--- config.mk ---
export PLATFORM = sky130hd
export DESIGN_NAME = mempool_superbank_arbiter_flat
export DESIGN_NICKNAME = d
export VERILOG_FILES = /design/src/rtl/mempool_superbank_arbiter_pkg.sv /design/src/rtl/mempool_superbank_arbiter_if.sv /design/src/rtl/mempool_superbank_arbiter.sv /design/src/flat_wrapper.sv
export SDC_FILE = /design/constraint.sdc
export NUM_CORES = 1
export LEC_CHECK = 0
export ABC_AREA = 1
export CAP_MARGIN = 10
export CORE_AREA = 4 4 421 423
export DETAILED_ROUTE_END_ITERATION = 8
export DIE_AREA = 0 0 425 427
export HOLD_SLACK_MARGIN = 0.02
export PLACE_DENSITY = 0.31
export SYNTH_ARGS = -nofsm -noshare
export SYNTH_HDL_FRONTEND = slang
export SYNTH_SLANG_ARGS = --single-unit
--- constraint.sdc ---
create_clock -name i_clk -period 5 [get_ports i_clk]
set_clock_uncertainty 0.2 [all_clocks]
set_input_delay 1.5 -clock i_clk [delete_from_list [all_inputs] [get_ports i_clk]]
set_output_delay 1.5 -clock i_clk [all_outputs]
set_load 0.01 [all_outputs]
--- src/rtl/mempool_superbank_arbiter_pkg.sv ---
// Shared types and constants for the superbank arbiter: tile address layout,
// narrow/wide TCDM request and response structs, bank-side payload types.
package mempool_superbank_arbiter_pkg;

    localparam int unsigned DataWidth          = 32;
    localparam int unsigned BeWidth            = DataWidth / 8;
    localparam int unsigned DmaNumWords        = 4;
    localparam int unsigned TCDMAddrMemWidth   = 8;
    localparam int unsigned TileAddrWidth      = TCDMAddrMemWidth + 4;
    localparam int unsigned MetaIdWidth        = 4;
    localparam int unsigned CoreIdWidth        = 3;
    localparam int unsigned IniAddrWidth       = 2;
    localparam int unsigned AmoWidth           = 4;
    localparam int unsigned MaxDmaStallDefault = 8;

    typedef logic [DataWidth-1:0]               data_t;
    typedef logic [BeWidth-1:0]                 strb_t;
    typedef logic [TCDMAddrMemWidth-1:0]        bank_addr_t;
    typedef logic [TileAddrWidth-1:0]           tile_addr_t;
    typedef logic [MetaIdWidth-1:0]             meta_id_t;
    typedef logic [CoreIdWidth-1:0]             core_id_t;
    typedef logic [IniAddrWidth-1:0]            ini_addr_t;
    typedef logic [AmoWidth-1:0]                amo_t;

    typedef struct packed {
        amo_t  amo;
        data_t data;
    } tcdm_payload_t;

    typedef struct packed {
        amo_t                                amo;
        logic [DmaNumWords*DataWidth-1:0]    data;
    } tcdm_dma_payload_t;

    typedef struct packed {
        tile_addr_t    tgt_addr;
        logic          wen;
        strb_t         be;
        tcdm_payload_t wdata;
        meta_id_t      meta_id;
        core_id_t      core_id;
        ini_addr_t     ini_addr;
    } tcdm_slave_req_t;

    typedef struct packed {
        tcdm_payload_t rdata;
        meta_id_t      meta_id;
        core_id_t      core_id;
        ini_addr_t     ini_addr;
    } tcdm_slave_resp_t;

    typedef struct packed {
        tile_addr_t                        tgt_addr;
        logic                              wen;
        logic [DmaNumWords*BeWidth-1:0]    be;
        tcdm_dma_payload_t                 wdata;
        meta_id_t                          meta_id;
        core_id_t                          core_id;
    } tcdm_dma_req_t;

    typedef struct packed {
        tcdm_dma_payload_t rdata;
        meta_id_t          meta_id;
        core_id_t          core_id;
    } tcdm_dma_resp_t;

    // Bank row lives in the top bits of the tile address; the low bits select
    // the bank and are already resolved by the crossbar.
    function automatic bank_addr_t row_of(input tile_addr_t addr);
        return addr[TileAddrWidth-1 -: TCDMAddrMemWidth];
    endfunction

endpackage

--- src/rtl/mempool_superbank_arbiter_if.sv ---
// Bundle of the narrow, wide and bank-side signals around one superbank.
// slave: arbiter view; master: requester/bank-environment view.
interface mempool_superbank_arbiter_if
    import mempool_superbank_arbiter_pkg::*;
#(
    parameter int unsigned NumWords = DmaNumWords
) ();

    tcdm_slave_req_t  [NumWords-1:0] narrow_req;
    logic             [NumWords-1:0] narrow_valid;
    logic             [NumWords-1:0] narrow_ready;
    tcdm_slave_resp_t [NumWords-1:0] narrow_resp;
    logic             [NumWords-1:0] narrow_rvalid;

    tcdm_dma_req_t                   dma_req;
    logic                            dma_valid;
    logic                            dma_ready;
    tcdm_dma_resp_t                  dma_resp;
    logic                            dma_rvalid;

    logic             [NumWords-1:0] bank_req;
    logic             [NumWords-1:0] bank_wen;
    strb_t            [NumWords-1:0] bank_be;
    bank_addr_t       [NumWords-1:0] bank_addr;
    tcdm_payload_t    [NumWords-1:0] bank_wdata;
    data_t            [NumWords-1:0] bank_rdata;

    modport slave (
        input  narrow_req, narrow_valid, dma_req, dma_valid, bank_rdata,
        output narrow_ready, narrow_resp, narrow_rvalid,
        output dma_ready, dma_resp, dma_rvalid,
        output bank_req, bank_wen, bank_be, bank_addr, bank_wdata
    );

    modport master (
        output narrow_req, narrow_valid, dma_req, dma_valid, bank_rdata,
        input  narrow_ready, narrow_resp, narrow_rvalid,
        input  dma_ready, dma_resp, dma_rvalid,
        input  bank_req, bank_wen, bank_be, bank_addr, bank_wdata
    );

endinterface

--- src/rtl/mempool_superbank_arbiter.sv ---
// Superbank arbiter: narrow per-bank requesters win by default; the wide DMA
// port takes all banks at once when no narrow request is pending or when it
// has already lost MaxDmaStall cycles. Banks answer one cycle after the
// request, so responses are steered by the owner registered at grant time.
module mempool_superbank_arbiter
    import mempool_superbank_arbiter_pkg::*;
#(
    parameter int unsigned NumWords    = DmaNumWords,
    parameter int unsigned MaxDmaStall = MaxDmaStallDefault
) (
    input  logic                        i_clk,
    input  logic                        i_rst_n,
    mempool_superbank_arbiter_if.slave  bus
);

    localparam int unsigned StallW   = (MaxDmaStall < 1) ? 1 : $clog2(MaxDmaStall + 1);
    localparam logic [StallW-1:0] StallMax = StallW'(MaxDmaStall);
    localparam int unsigned RowLsbW  = TileAddrWidth - TCDMAddrMemWidth;

    logic [StallW-1:0]         r_stall_cnt;
    logic                      w_stall_hit;
    logic                      w_dma_gnt;
    logic [NumWords-1:0]       w_narrow_gnt;

    logic                      r_dma_q;
    meta_id_t                  r_dma_meta;
    core_id_t                  r_dma_core;
    logic [NumWords-1:0]       r_narrow_q;
    meta_id_t [NumWords-1:0]   r_nar_meta;
    core_id_t [NumWords-1:0]   r_nar_core;
    amo_t     [NumWords-1:0]   r_nar_amo;
    ini_addr_t[NumWords-1:0]   r_nar_ini;
    logic                      w_unused_bits;

    // Grants are held off while reset is asserted so every output reads 0.
    assign w_stall_hit  = (r_stall_cnt == StallMax);
    assign w_dma_gnt    = i_rst_n & bus.dma_valid & (~|bus.narrow_valid | w_stall_hit);
    assign w_narrow_gnt = bus.narrow_valid & {NumWords{i_rst_n & ~w_dma_gnt}};

    assign bus.dma_ready    = w_dma_gnt;
    assign bus.narrow_ready = w_narrow_gnt;

    // Starvation counter: counts lost DMA cycles, saturates, clears on grant.
    always_ff @(posedge i_clk or negedge i_rst_n) begin
        if (!i_rst_n) begin
            r_stall_cnt <= '0;
        end else if (w_dma_gnt) begin
            r_stall_cnt <= '0;
        end else if (bus.dma_valid && !w_stall_hit) begin
            r_stall_cnt <= r_stall_cnt + StallW'(1);
        end
    end

    // Bank request mux: DMA splits its wide word across banks, narrow passes through.
    always_comb begin
        bus.bank_req = w_dma_gnt ? {NumWords{1'b1}} : w_narrow_gnt;
        for (int i = 0; i < NumWords; i++) begin
            bus.bank_wen[i]   = 1'b0;
            bus.bank_be[i]    = '0;
            bus.bank_addr[i]  = '0;
            bus.bank_wdata[i] = '0;
            if (w_dma_gnt) begin
                bus.bank_wen[i]        = bus.dma_req.wen;
                bus.bank_be[i]         = bus.dma_req.be[i*BeWidth +: BeWidth];
                bus.bank_addr[i]       = row_of(bus.dma_req.tgt_addr);
                bus.bank_wdata[i].data = bus.dma_req.wdata.data[i*DataWidth +: DataWidth];
                bus.bank_wdata[i].amo  = '0;
            end else if (w_narrow_gnt[i]) begin
                bus.bank_wen[i]   = bus.narrow_req[i].wen;
                bus.bank_be[i]    = bus.narrow_req[i].be;
                bus.bank_addr[i]  = row_of(bus.narrow_req[i].tgt_addr);
                bus.bank_wdata[i] = bus.narrow_req[i].wdata;
            end
        end
    end

    // Capture response ownership and echo fields at acceptance time.
    always_ff @(posedge i_clk or negedge i_rst_n) begin
        if (!i_rst_n) begin
            r_dma_q    <= 1'b0;
            r_dma_meta <= '0;
            r_dma_core <= '0;
            r_narrow_q <= '0;
            r_nar_meta <= '0;
            r_nar_core <= '0;
            r_nar_amo  <= '0;
            r_nar_ini  <= '0;
        end else begin
            r_dma_q    <= w_dma_gnt;
            r_narrow_q <= w_narrow_gnt;
            if (w_dma_gnt) begin
                r_dma_meta <= bus.dma_req.meta_id;
                r_dma_core <= bus.dma_req.core_id;
            end
            for (int i = 0; i < NumWords; i++) begin
                if (w_narrow_gnt[i]) begin
                    r_nar_meta[i] <= bus.narrow_req[i].meta_id;
                    r_nar_core[i] <= bus.narrow_req[i].core_id;
                    r_nar_amo[i]  <= bus.narrow_req[i].wdata.amo;
                    r_nar_ini[i]  <= bus.narrow_req[i].ini_addr;
                end
            end
        end
    end

    // Response steering; outputs stay 0 whenever the matching rvalid is low.
    always_comb begin
        bus.dma_rvalid    = r_dma_q;
        bus.dma_resp      = '0;
        bus.narrow_rvalid = r_narrow_q;
        bus.narrow_resp   = '0;
        if (r_dma_q) begin
            bus.dma_resp.rdata.data = bus.bank_rdata;
            bus.dma_resp.meta_id    = r_dma_meta;
            bus.dma_resp.core_id    = r_dma_core;
        end
        for (int i = 0; i < NumWords; i++) begin
            if (r_narrow_q[i]) begin
                bus.narrow_resp[i].rdata.data = bus.bank_rdata[i];
                bus.narrow_resp[i].rdata.amo  = r_nar_amo[i];
                bus.narrow_resp[i].meta_id    = r_nar_meta[i];
                bus.narrow_resp[i].core_id    = r_nar_core[i];
                bus.narrow_resp[i].ini_addr   = r_nar_ini[i];
            end
        end
    end

    // Bank-select address bits and the DMA amo field have no use inside a superbank.
    always_comb begin
        w_unused_bits = ^{bus.dma_req.tgt_addr[RowLsbW-1:0], bus.dma_req.wdata.amo};
        for (int i = 0; i < NumWords; i++) begin
            w_unused_bits = w_unused_bits ^ (^bus.narrow_req[i].tgt_addr[RowLsbW-1:0]);
        end
    end

    // The wide grant and any narrow acceptance are mutually exclusive.
    a_dma_excl: assert property (@(posedge i_clk) disable iff (!i_rst_n)
        w_dma_gnt |-> (bus.narrow_ready == '0));

endmodule

--- src/flat_wrapper.sv ---
// flat-port wrapper written by rule: the top's interface ports become plain ports
module mempool_superbank_arbiter_flat import mempool_superbank_arbiter_pkg::*;
#(
    parameter int unsigned NumWords    = DmaNumWords,
    parameter int unsigned MaxDmaStall = MaxDmaStallDefault
)
  (i_clk, i_rst_n, bus_narrow_req, bus_narrow_valid, bus_dma_req, bus_dma_valid, bus_bank_rdata, bus_narrow_ready, bus_narrow_resp, bus_narrow_rvalid, bus_dma_ready, bus_dma_resp, bus_dma_rvalid, bus_bank_req, bus_bank_wen, bus_bank_be, bus_bank_addr, bus_bank_wdata);
  mempool_superbank_arbiter_if #(.NumWords(NumWords)) bus_i ();
  input  logic i_clk;
  input  logic i_rst_n;
  input wire logic [$bits(bus_i.narrow_req)-1:0] bus_narrow_req;
  input wire logic [$bits(bus_i.narrow_valid)-1:0] bus_narrow_valid;
  input wire logic [$bits(bus_i.dma_req)-1:0] bus_dma_req;
  input wire logic [$bits(bus_i.dma_valid)-1:0] bus_dma_valid;
  input wire logic [$bits(bus_i.bank_rdata)-1:0] bus_bank_rdata;
  output wire logic [$bits(bus_i.narrow_ready)-1:0] bus_narrow_ready;
  output wire logic [$bits(bus_i.narrow_resp)-1:0] bus_narrow_resp;
  output wire logic [$bits(bus_i.narrow_rvalid)-1:0] bus_narrow_rvalid;
  output wire logic [$bits(bus_i.dma_ready)-1:0] bus_dma_ready;
  output wire logic [$bits(bus_i.dma_resp)-1:0] bus_dma_resp;
  output wire logic [$bits(bus_i.dma_rvalid)-1:0] bus_dma_rvalid;
  output wire logic [$bits(bus_i.bank_req)-1:0] bus_bank_req;
  output wire logic [$bits(bus_i.bank_wen)-1:0] bus_bank_wen;
  output wire logic [$bits(bus_i.bank_be)-1:0] bus_bank_be;
  output wire logic [$bits(bus_i.bank_addr)-1:0] bus_bank_addr;
  output wire logic [$bits(bus_i.bank_wdata)-1:0] bus_bank_wdata;
  assign bus_i.narrow_req = bus_narrow_req;
  assign bus_i.narrow_valid = bus_narrow_valid;
  assign bus_i.dma_req = bus_dma_req;
  assign bus_i.dma_valid = bus_dma_valid;
  assign bus_i.bank_rdata = bus_bank_rdata;
  assign bus_narrow_ready = bus_i.narrow_ready;
  assign bus_narrow_resp = bus_i.narrow_resp;
  assign bus_narrow_rvalid = bus_i.narrow_rvalid;
  assign bus_dma_ready = bus_i.dma_ready;
  assign bus_dma_resp = bus_i.dma_resp;
  assign bus_dma_rvalid = bus_i.dma_rvalid;
  assign bus_bank_req = bus_i.bank_req;
  assign bus_bank_wen = bus_i.bank_wen;
  assign bus_bank_be = bus_i.bank_be;
  assign bus_bank_addr = bus_i.bank_addr;
  assign bus_bank_wdata = bus_i.bank_wdata;
  mempool_superbank_arbiter #(.NumWords(NumWords), .MaxDmaStall(MaxDmaStall)) u_core (.i_clk(i_clk), .i_rst_n(i_rst_n), .bus(bus_i));
endmodule
==> run_results.csv, run 1 <==
group,metric,value,unit
clock_tree,cts_tree,"done",
power,pwr-share-comb,0.579,
die,rows,153,
synth,yosys-top-cells-area,"nand2_1, dfrtp_1, nand4_1",
power,leakage,12.2,nW
place,place_ws,-512,ps
critical_path,crit_type,"primary input to primary output",
drt,dr.pass1.iters,5,
run,drv_cap,0,
die,top_level_ports,1080,
place,place_inst,4949,
critical_path,start_kind,"primary input",
power,p_seq_frac,0.217,
global_route,grt_overflow,0,
place,place_congestion,0.844,
synth,syn_avg_cell_area,5.17,µm²
sta,relSlewSlack,0.538,
power,p_per_area,154,nW/µm²
sta,holdWs,271,ps
drt,drcViolationCount,0,
power,power_frac_clock,0.205,
die,dieArea,181000,µm²
power,p_int,2.11,mW
clock_tree,cts_buffers,9,
die,dieHeight,427,µm
global_route,track_usage,0.0970,
sta,rsz0062_at_grt,"true",
sta,slew_violations,0,
sta,setup-tns-final,0,ps
drt,vias,14015,
clock_tree,clk_pin_slew,60,ps
clock_tree,clock-root-buffer,"clkbuf_16",
sta,final_hold_viol_count,0,
die,core_area,173000,µm²
drt,avgViaCountPerCell,2.81,
layout,fin_util,0.131,
die,die_x,425,µm
sta,setup_ws,100,ps
layout,area.growth.synth_to_final,177,%
outcome,status,"finished, final reports clean",
layout,nets,3211,
sta,period_share,0.980,
global_route,gr-usage-met3,0.0245,
sta,setup_violations,0,
sta,tightest_slew,692,ps
drt,ant_nets,0,
synth,yosys.area.top_type_share,0.359,
global_route,grt_util_met1,0.101,
clock_tree,ctsLongestPathBuffers,2,
clock_tree,cts_sinks,68,
place,dpl_cell_area,22100,µm²
critical_path,crit_required,3300,ps
die,start_util,0.0473,
critical_path,end_kind,"primary output",
synth,ys_seq_elements,68,
critical_path,crit_fanout,7,
synth,synth_cells,1588,
global_route,grt_max_degree,64,
power,power,3.51,mW
power,swShare,0.398,
global_route,antenna_found_initial,28,
global_route,grt.busiest_layer,"met2",
synth,synth_cell_types,18,
synth,yosysSeqAreaShare,0.207,
power,p_switching,1.40,mW
place,io_buffers,1051,
layout,fin_area,22800,µm²
layout,drive_gt1_frac,0.0744,
synth,yosys_warnings,0,
layout,layout.cells.non_filler,4991,
synth,syn_area,8200,µm²
global_route,grt_pass1_wl,122000,µm
power,ir_worst_vdd,171,µV
drt,wl_per_cell,18.7,µm
global_route,use_met2,0.193,
sta,period_minus_slack,4900,ps
place,hpwlAfterDp,79900,µm
clock_tree,cts_max_level,3,
critical_path,cp.arrival,3200,ps
clock_tree,clock_latency,380,ps
drt,drtIter0Drc,614,
sta,max_freq,204,MHz
synth,yosys.area.top_type,"nand2_1",
global_route,grt_pass1_vias,14380,
drt,totalWireLength,93600,µm
worst_hold_path,holdCritPathClass,"register to register",
## cell usage in the layout (no fill, tap or decap), types with 2 or more instances in the layout
cell type | synthesis | final
clkdlybuf4s50_1 | 0 | 849
nand2_1 | 784 | 776
inv_1 | 340 | 339
nand4_1 | 233 | 233
dlygate4sd2_1 | 0 | 152
buf_4 | 12 | 112
dfrtp_1 | 68 | 65
buf_12 | 0 | 23
dlymetal6s2s_1 | 0 | 17
clkdlybuf4s15_1 | 0 | 14
clkdlybuf4s15_2 | 0 | 10
nand3_1 | 9 | 9
clkbuf_16 | 0 | 9
nand2_2 | 1 | 7
buf_6 | 10 | 6
buf_16 | 0 | 5
conb_1 | 1 | 4
diode_2 | 0 | 3
bufbuf_16 | 0 | 3
buf_2 | 41 | 3
nor2_4 | 0 | 2
nand2_4 | 1 | 2
o21ai_0 | 2 | 2
nor2_1 | 4 | 2
ha_1 | 2 | 2
inv_6 | 0 | 2
clkinvlp_4 | 0 | 2
buf_8 | 0 | 2
dfrtp_2 | 0 | 2
## sequential cells by signal, summed over array words and instances, names as in the netlist
register                  cells
u_core.r_nar_amo             16
u_core.r_nar_meta            16
u_core.r_nar_core            12
u_core.r_nar_ini              8
u_core.bus.narrow_rvalid      4
u_core.r_dma_meta             4
u_core.r_stall_cnt            4
u_core.r_dma_core             3
u_core.bus.dma_rvalid         1
## final timing paths
path	from	endpoint	slack [ps]	cells past startpoint
min	u_core.r_nar_amo[8]	u_core.r_nar_amo[8]	270	2
max reg2reg	u_core.r_stall_cnt[0]	u_core.r_nar_meta[1]	2620	13
min reg2reg	u_core.r_nar_amo[8]	u_core.r_nar_amo[8]	270	2
max in group asynchronous	i_rst_n	u_core.r_nar_ini[3]	2860	5
max	bus_dma_valid	bus_bank_wdata[82]	100	10
min in group asynchronous	i_rst_n	u_core.r_nar_amo[11]	1050	3
## area by class of cell
type                       count  area, µm²
timing repair buffer        1197      11900
clock buffer                   9        225
fill                       20375     151000
clock inverter                 7       82.6
tap                         2325       2910
sequential                    68       1710
antenna                        3       7.51
multi-input combinational   1041       4590
inverter                     341       1300
## worst max-delay path, cell delays in order
cell and delay [ps]:
dlygate4sd2_1 260, nand2_1 110, inv_2 70, nand2_8 200, buf_16 160, buf_4 110, buf_4 100, nand4_1 60
nand2_1 80, clkdlybuf4s50_1 530
## cell families (layout without fill, tap and decap cells)
logic type,count (synthesis),after routing,synth area share
buf+inv,482,1554,0.241
fa+ha+maj,2,2,0.00305
flops,68,68,0.207
simple gates,1032,1032,0.546
compound gates,3,3,0.00183
other cells,1,7,0.000457
## power by group through the flow
| stage | Sequential (mW) | Clock [mW] | Combinational, mW |
|---|---|---|---|
| floorplan | 0.726 | 0 | 0.694 |
| global placement | 0.774 | 0 | 2.10 |
| detailed placement | 0.773 | 0 | 2.09 |
| CTS | 0.764 | 0.764 | 2.09 |
| global route | 0.780 | 0.779 | 2.21 |
| finish | 0.760 | 0.718 | 2.03 |
## routing by layer
layer  up-vias  share of wire
met3        81          0.062
met1      6454           0.36
met4        12          0.018
met2       525           0.56
li1       6943              -
met5         -        0.00074
## repair_timing
action	4_1_cts	5_1_grt
setup endpoints to repair	205	72
buffers inserted	19	1
hold endpoints to repair	0	0
resized for setup	255	31
hold buffers	0	0
pin swaps	5	1
cloned	5	0
## synth_stat cells, drive strengths merged
cell	n
nand2	786
inv	341
nand4	233
buf	92
dfrtp	68
clkbuf	49
nand3	9
nor2	4
ha	2
o21ai	2
a21oi	1
conb	1
No activity file was read; power rests on OpenSTA's default activity.
==> inputs of run 2 (changes only) <==
--- a/config.mk
+++ b/config.mk
@@ -8,6 +8,7 @@
 export ABC_AREA = 1
 export CAP_MARGIN = 10
 export CORE_AREA = 4 4 421 423
+export CTS_CLUSTER_SIZE = 12
 export DETAILED_ROUTE_END_ITERATION = 8
 export DIE_AREA = 0 0 425 427
 export HOLD_SLACK_MARGIN = 0.02
==> results of run 2 <==
No change in the layout: final DEF, timing and power equal those of run 1.
